## src/rtl/keypad_entry_ctrl.sv

```systemverilog
// Keypad entry controller: gates and debounces the keypad priority encoder, builds a
// 4-digit MM:SS entry, and hands it to the countdown timer with a one-cycle load pulse.
module keypad_entry_ctrl #(
    parameter int DEBOUNCE_CYCLES = 4,
    parameter int CNT_W           = 3
) (
    input  logic        clk,
    input  logic        resetn,
    input  logic [3:0]  bcd_in,
    input  logic        data_val,
    input  logic        clear,
    input  logic        start,
    input  logic        timer_busy,
    output logic        enablen,
    output logic [15:0] digits,
    output logic [2:0]  digit_cnt,
    output logic        key_strobe,
    output logic        load,
    output logic        err
);

    typedef enum logic [2:0] {
        S_IDLE,
        S_DEBOUNCE,
        S_CAPTURE,
        S_RELEASE,
        S_RUN
    } state_t;

    localparam logic [CNT_W-1:0] DB_LIM = CNT_W'(DEBOUNCE_CYCLES);
    localparam logic [CNT_W-1:0] CNT_ONE = CNT_W'(1);

    state_t           r_state;
    state_t           w_state_nxt;
    logic [3:0]       r_code;
    logic [3:0]       w_code_nxt;
    logic [15:0]      r_digits;
    logic [15:0]      w_digits_nxt;
    logic [2:0]       r_dcnt;
    logic [2:0]       w_dcnt_nxt;
    logic [CNT_W-1:0] r_cnt;
    logic [CNT_W-1:0] w_cnt_nxt;
    logic [CNT_W-1:0] w_cnt_inc;
    logic             r_load;
    logic             w_load_nxt;
    logic             r_err;
    logic             w_err_nxt;
    logic             r_busy_q;
    logic             w_accept;

    assign w_cnt_inc = r_cnt + CNT_ONE;

    // A key is taken unless the entry is full or it would be a leading zero.
    assign w_accept = (r_dcnt != 3'd4) && !((r_dcnt == 3'd0) && (r_code == 4'd0));

    always_ff @(posedge clk or negedge resetn) begin
        if (!resetn) begin
            r_state  <= S_IDLE;
            r_code   <= 4'd0;
            r_digits <= 16'd0;
            r_dcnt   <= 3'd0;
            r_cnt    <= '0;
            r_load   <= 1'b0;
            r_err    <= 1'b0;
            r_busy_q <= 1'b0;
        end else begin
            r_state  <= w_state_nxt;
            r_code   <= w_code_nxt;
            r_digits <= w_digits_nxt;
            r_dcnt   <= w_dcnt_nxt;
            r_cnt    <= w_cnt_nxt;
            r_load   <= w_load_nxt;
            r_err    <= w_err_nxt;
            r_busy_q <= timer_busy;
        end
    end

    always_comb begin
        w_state_nxt  = r_state;
        w_code_nxt   = r_code;
        w_digits_nxt = r_digits;
        w_dcnt_nxt   = r_dcnt;
        w_cnt_nxt    = r_cnt;
        w_load_nxt   = 1'b0;
        w_err_nxt    = 1'b0;

        case (r_state)
            S_IDLE: begin
                if (clear) begin
                    w_digits_nxt = 16'd0;
                    w_dcnt_nxt   = 3'd0;
                end else if (start) begin
                    if (r_dcnt != 3'd0) begin
                        if (r_digits[7:4] > 4'd5) begin
                            w_err_nxt = 1'b1;
                        end else begin
                            w_load_nxt  = 1'b1;
                            w_state_nxt = S_RUN;
                        end
                    end
                end else if (data_val) begin
                    w_code_nxt  = bcd_in;
                    w_cnt_nxt   = CNT_ONE;
                    w_state_nxt = S_DEBOUNCE;
                end
            end

            S_DEBOUNCE: begin
                if (clear) begin
                    w_digits_nxt = 16'd0;
                    w_dcnt_nxt   = 3'd0;
                    w_cnt_nxt    = '0;
                    w_state_nxt  = S_RELEASE;
                end else if (!data_val || (bcd_in != r_code)) begin
                    w_cnt_nxt   = '0;
                    w_state_nxt = S_IDLE;
                end else if (r_cnt == DB_LIM) begin
                    w_cnt_nxt   = '0;
                    w_state_nxt = S_CAPTURE;
                end else begin
                    w_cnt_nxt = w_cnt_inc;
                end
            end

            S_CAPTURE: begin
                if (clear) begin
                    w_digits_nxt = 16'd0;
                    w_dcnt_nxt   = 3'd0;
                end else if (w_accept) begin
                    w_digits_nxt = {r_digits[11:0], r_code};
                    w_dcnt_nxt   = r_dcnt + 3'd1;
                end
                w_cnt_nxt   = '0;
                w_state_nxt = S_RELEASE;
            end

            // Wait for a clean release so a held key never repeats.
            S_RELEASE: begin
                if (clear) begin
                    w_digits_nxt = 16'd0;
                    w_dcnt_nxt   = 3'd0;
                    w_cnt_nxt    = '0;
                end else if (data_val) begin
                    w_cnt_nxt = '0;
                end else if (w_cnt_inc == DB_LIM) begin
                    w_cnt_nxt   = '0;
                    w_state_nxt = S_IDLE;
                end else begin
                    w_cnt_nxt = w_cnt_inc;
                end
            end

            // Exit on the falling edge of timer_busy, seen through its registered copy.
            S_RUN: begin
                if (r_busy_q && !timer_busy) begin
                    w_digits_nxt = 16'd0;
                    w_dcnt_nxt   = 3'd0;
                    w_cnt_nxt    = '0;
                    w_state_nxt  = S_IDLE;
                end
            end

            default: begin
                w_state_nxt = S_IDLE;
            end
        endcase
    end

    assign enablen    = (r_state == S_RUN);
    assign key_strobe = (r_state == S_CAPTURE) && w_accept;
    assign digits     = r_digits;
    assign digit_cnt  = r_dcnt;
    assign load       = r_load;
    assign err        = r_err;

endmodule
```

## config.mk

```make
export PLATFORM = sky130hd
export DESIGN_NAME = keypad_entry_ctrl
export DESIGN_NICKNAME = d
export VERILOG_FILES = /design/src/rtl/keypad_entry_ctrl.sv
export SDC_FILE = /design/constraint.sdc
export NUM_CORES = 1
export LEC_CHECK = 0
export ABC_CLOCK_PERIOD_IN_PS = 2500
export CAP_MARGIN = 20
export CORE_ASPECT_RATIO = 1.1
export CORE_UTILIZATION = 40
export CTS_BUF_LIST = sky130_fd_sc_hd__clkbuf_4 sky130_fd_sc_hd__clkbuf_8
export DETAILED_ROUTE_END_ITERATION = 12
export GPL_ROUTABILITY_DRIVEN = 0
export HOLD_SLACK_MARGIN = 0.02
export PLACE_DENSITY = 0.66
export SETUP_SLACK_MARGIN = 0.4
export SYNTH_ARGS = -nofsm -noshare
export SYNTH_HDL_FRONTEND = slang
export SYNTH_SLANG_ARGS = --single-unit
```

## constraint.sdc

```tcl
create_clock -name clk -period 2.5 [get_ports clk]
set_input_delay 0.25 -clock clk [delete_from_list [all_inputs] [get_ports clk]]
set_output_delay 0.25 -clock clk [all_outputs]
set_load 0.05 [all_outputs]
```

==> results list <==
* Clk slew on worst S/H paths: 0.07 ns
- Counting flops and latches in the post-synthesis netlist gives 32.
* DRC: 0
- Area growth, synth to finish: 31.1%
* Fraction of layout cells with a size suffix above 1: 8.05%
- For this run, global-route usage on met3 was measured as 5.83%.
- The detailed router finished its first iteration with 36 violations.
* Switching component of the power: 0.654 mW
- Synthesized cell area: 1520 µm²
- The number of antenna violations at the first check in global routing is 0.
- Category of cells accounting for the largest share of critical-path delay: buffers and inverters
- Number of enable flip-flop cells after synthesis: 0
* Maximum vdd drop: 0.484 mV
- Worst slack at placement: 0.442 ns
- Required time of the critical path: 2.25 ns
- Number of maximum-capacitance constraint violations: 0
- Of the total power, the clock network draws 25.2%.
- Clock latency on the worst-skew pair, taken at its later pin, is 0.29 ns.
* Final global-route overflow total: 0
- YS warnings: 0
- For the worst setup path, the data arrival time is 1.78 ns.
- The first global-routing pass estimated 5190 µm of wire.
- Number of buffers inserted by hold repair at cts: 0
- The number of setup buffers added after CTS is 0.
* Number of antenna-violating nets in the routed design: 0
- Power Dens Cells: 864 nW/µm²
- Cell-by-cell listing of the critical path: inv_1, ha_1, o21ai_1, nand2b_1, nor2_1, dlygate4sd2_1
- Root Driver: sky130_fd_sc_hd__clkbuf_8
- Vias in the first global route: 1111
- The number of antenna diodes in the final layout is 0.
- In the synthesized netlist the dominant register cell turns out to be sky130_fd_sc_hd__dfrtp_1.
* Die ar.: 4060 µm²
- CP Launch Type: register
- The die is 60.9 µm wide.
- Buffers and inverters on the worst path: 2
- Final-stage net count: 189
- Clock tree from TritonCTS: built
- In this run the cell area measured after placement is 1900 µm².
- Launch point of the worst reg-to-reg path: r_code[0]
- Entering global routing, the biggest net connects 33 pins.
- Once the floorplan was initialized, standard cells occupied 41.7% of the core.
- Total CTS buffers: 5
- During I/O placement, the number of pins put on the boundary was 33.
- Count of final hold-check violations: 0
* Comb power frac: 33.2%
* Met1 usage in global routing: 22.1%
* TNS Setup: 0 ns
- Per report_power, the sequential group accounts for 41.6% of the total.
- The first TritonRoute pass finished after 4 iterations.
- Avg Synthesized Cell Area: 11.0 µm²
- Final worst path period need: 2.03 ns
* Post-route core utilization: 54.7%
- The worst pin sits at a relative slew slack of 59.7%.
- Setup Viol. Count Final: 0
- The initialized floorplan defines 23 standard-cell rows.
- Maximum clock frequency: 493 MHz
- Area of combinational cells with multiple inputs: 656 µm²
* Busiest layer in global routing: met2
- Internal power contribution: 1.07 mW
* Placeable core area: 3650 µm²
- The H-tree generated during clock tree synthesis spans 2 levels.
- The final-report max-slew violation count is 0.
- Routed wire length: 3240 µm
* Vias after detailed routing: 1202
* Outcome: finished clean
* Routed wirelength normalized by instance count: 14.5 µm
- Number of port buffers: 32
* Buffer levels on the longest clock path: 2
- On the worst path, the slowest cell contributes a delay of 0.53 ns.
- The completed layout was analyzed and its total power is 1.73 mW.
- Instance count of the mapped netlist: 139
- Across all setup checks in the final design, the least slack found is 0.473 ns.
- Number of filler cells placed in the layout: 350
* Hold Path Class: in2async
- Die Height: 66.7 µm
- Startpoint of the worst setup timing path: digit_cnt[0]
* Cell variety after synth: 41
- Crit-path slowest cell: sky130_fd_sc_hd__dlygate4sd2_1
- Finished Cell Area: 2000 µm²
- Of the available clock period, the critical path in the final layout requires 81.1%.
- Across the whole layout, storage elements account for 801 µm².
- Global-route usage over all layers: 18.3%
- Num Clock Sinks: 32
* Worst setup path class: reg2out
- Crit path max fanout: 3
- Switching share of total power: 37.9%
- Synthesis produced a netlist with a net count of 154.
- DPL Wire Length: 2290 µm
- After synthesis, the share of flip-flops with an asynchronous set or reset is 100%.
- Via count normalized by instance count: 5.37
- Setup repair after global routing could not meet its margin everywhere.
- Summed over all cells, the static leakage comes to 0.930 nW.
- The worst setup path is captured at an output port.
- Met2 track demand over resource in global routing: 29.7%
- Of the synthesized area, sequential elements account for 52.5%.
- At the pin with the least slew margin, the transition time is 0.605 ns.
* Final setup skew: 0.00794 ns
-- cells in the mapped netlist (3+ instances only) --
library cell               instances  area share [%]
sky130_fd_sc_hd__nand2b_1          6             2.5
sky130_fd_sc_hd__buf_2             4             1.3
sky130_fd_sc_hd__nor2b_1           3             1.2
sky130_fd_sc_hd__nand2_1           7             1.7
sky130_fd_sc_hd__dfrtp_1          32              53
sky130_fd_sc_hd__o21ai_0           6             2.0
sky130_fd_sc_hd__a21o_1            3             1.5
sky130_fd_sc_hd__ha_1              5             4.1
sky130_fd_sc_hd__a22o_1           17             9.8
sky130_fd_sc_hd__nor2_1            6             1.5
sky130_fd_sc_hd__inv_1            12             3.0
-- state kept, by name (all words and copies together), names as in the netlist --
register	flops
r_cnt	3
err	1
digits	16
r_state	3
r_code	4
load	1
r_busy_q	1
digit_cnt	3
-- worst register-to-register path: cells and delay by family, from the launching register on --
kind	cells	cell delay [ns]
flip-flops	1	0.43
AO/OA/AOI/OAI	2	0.66
multiplexers	1	0.27
AND/OR/NAND/NOR	2	0.42
-- logic make-up after synthesis --
| group | count (synthesis) | share of synthesized area [%] |
|---|---|---|
| compound gates | 42 | 21.8 |
| flops | 32 | 52.5 |
| mux | 3 | 2.22 |
| fa+ha+maj | 5 | 4.11 |
| xor+xnor | 1 | 0.575 |
| buf+inv | 19 | 5.25 |
| simple gates | 37 | 13.5 |
-- power by group through the flow --
stage          combinational, mW  sequential, mW  clock (mW)
2_1_floorplan              0.319           0.790           0
3_3_place_gp               0.564           0.714           0
3_5_place_dp               0.576           0.719           0
4_1_cts                    0.574           0.709       0.445
5_1_grt                    0.623           0.732       0.463
6_report                   0.573           0.717       0.436
-- worst paths after layout --
path,to,slack (ns),cells past startpoint
max in group asynchronous,r_code[1],1.85,2
min reg2reg,digits[14],0.51,1
min in group clk,r_busy_q,0.44,1
max,key_strobe,0.47,6
min,digits[15],0.36,2
max reg2reg,digit_cnt[0],0.67,5
-- stage by stage --
stage,std cells,hold slack (ns)
3_5_place_dp,217,0.492
4_1_cts,224,0.372
3_3_place_gp,217,0.486
5_1_grt,224,0.420
2_1_floorplan,139,-0.0456
6_report,224,0.357
-- final cells by class --
type                       count  area share [%]
multi-input combinational     88            32.8
clock buffer                   7            4.82
timing repair buffer          34            16.7
sequential                    32            40.1
inverter                      13            2.44
tap                           50            3.13
-- metal layers --
metal	part of all wire (%)	up-vias
li1	-	582
met4	1.8	0
met5	0	-
met1	46	583
met2	48	31
met3	4.4	6
-- cells in the final DEF (no fill, tap or decap), types with 2 or more instances in the layout --
| cell | instances |
|---|---|
| sky130_fd_sc_hd__dfrtp_1 | 32 |
| sky130_fd_sc_hd__clkdlybuf4s50_1 | 30 |
| sky130_fd_sc_hd__and3b_1 | 2 |
| sky130_fd_sc_hd__buf_4 | 2 |
| sky130_fd_sc_hd__mux2_2 | 2 |
| sky130_fd_sc_hd__nand3_1 | 2 |
| sky130_fd_sc_hd__nand4_1 | 2 |
| sky130_fd_sc_hd__o22ai_1 | 2 |
| sky130_fd_sc_hd__inv_1 | 12 |
| sky130_fd_sc_hd__a22o_1 | 17 |
| sky130_fd_sc_hd__nor3_1 | 2 |
| sky130_fd_sc_hd__clkbuf_8 | 7 |
| sky130_fd_sc_hd__a22oi_1 | 2 |
| sky130_fd_sc_hd__nor2_1 | 6 |
| sky130_fd_sc_hd__ha_1 | 5 |
| sky130_fd_sc_hd__nor2b_1 | 3 |
| sky130_fd_sc_hd__nand2b_1 | 6 |
| sky130_fd_sc_hd__nand2_1 | 7 |
| sky130_fd_sc_hd__o21ai_0 | 6 |
| sky130_fd_sc_hd__a21o_1 | 3 |
-- timing repair --
action | 4_1_cts | 5_1_grt
gates resized for setup | 2 | 2
pin swaps | 0 | 0
endpoints found under the setup margin | 2 | 2
Power figures use the tool's default switching activity.
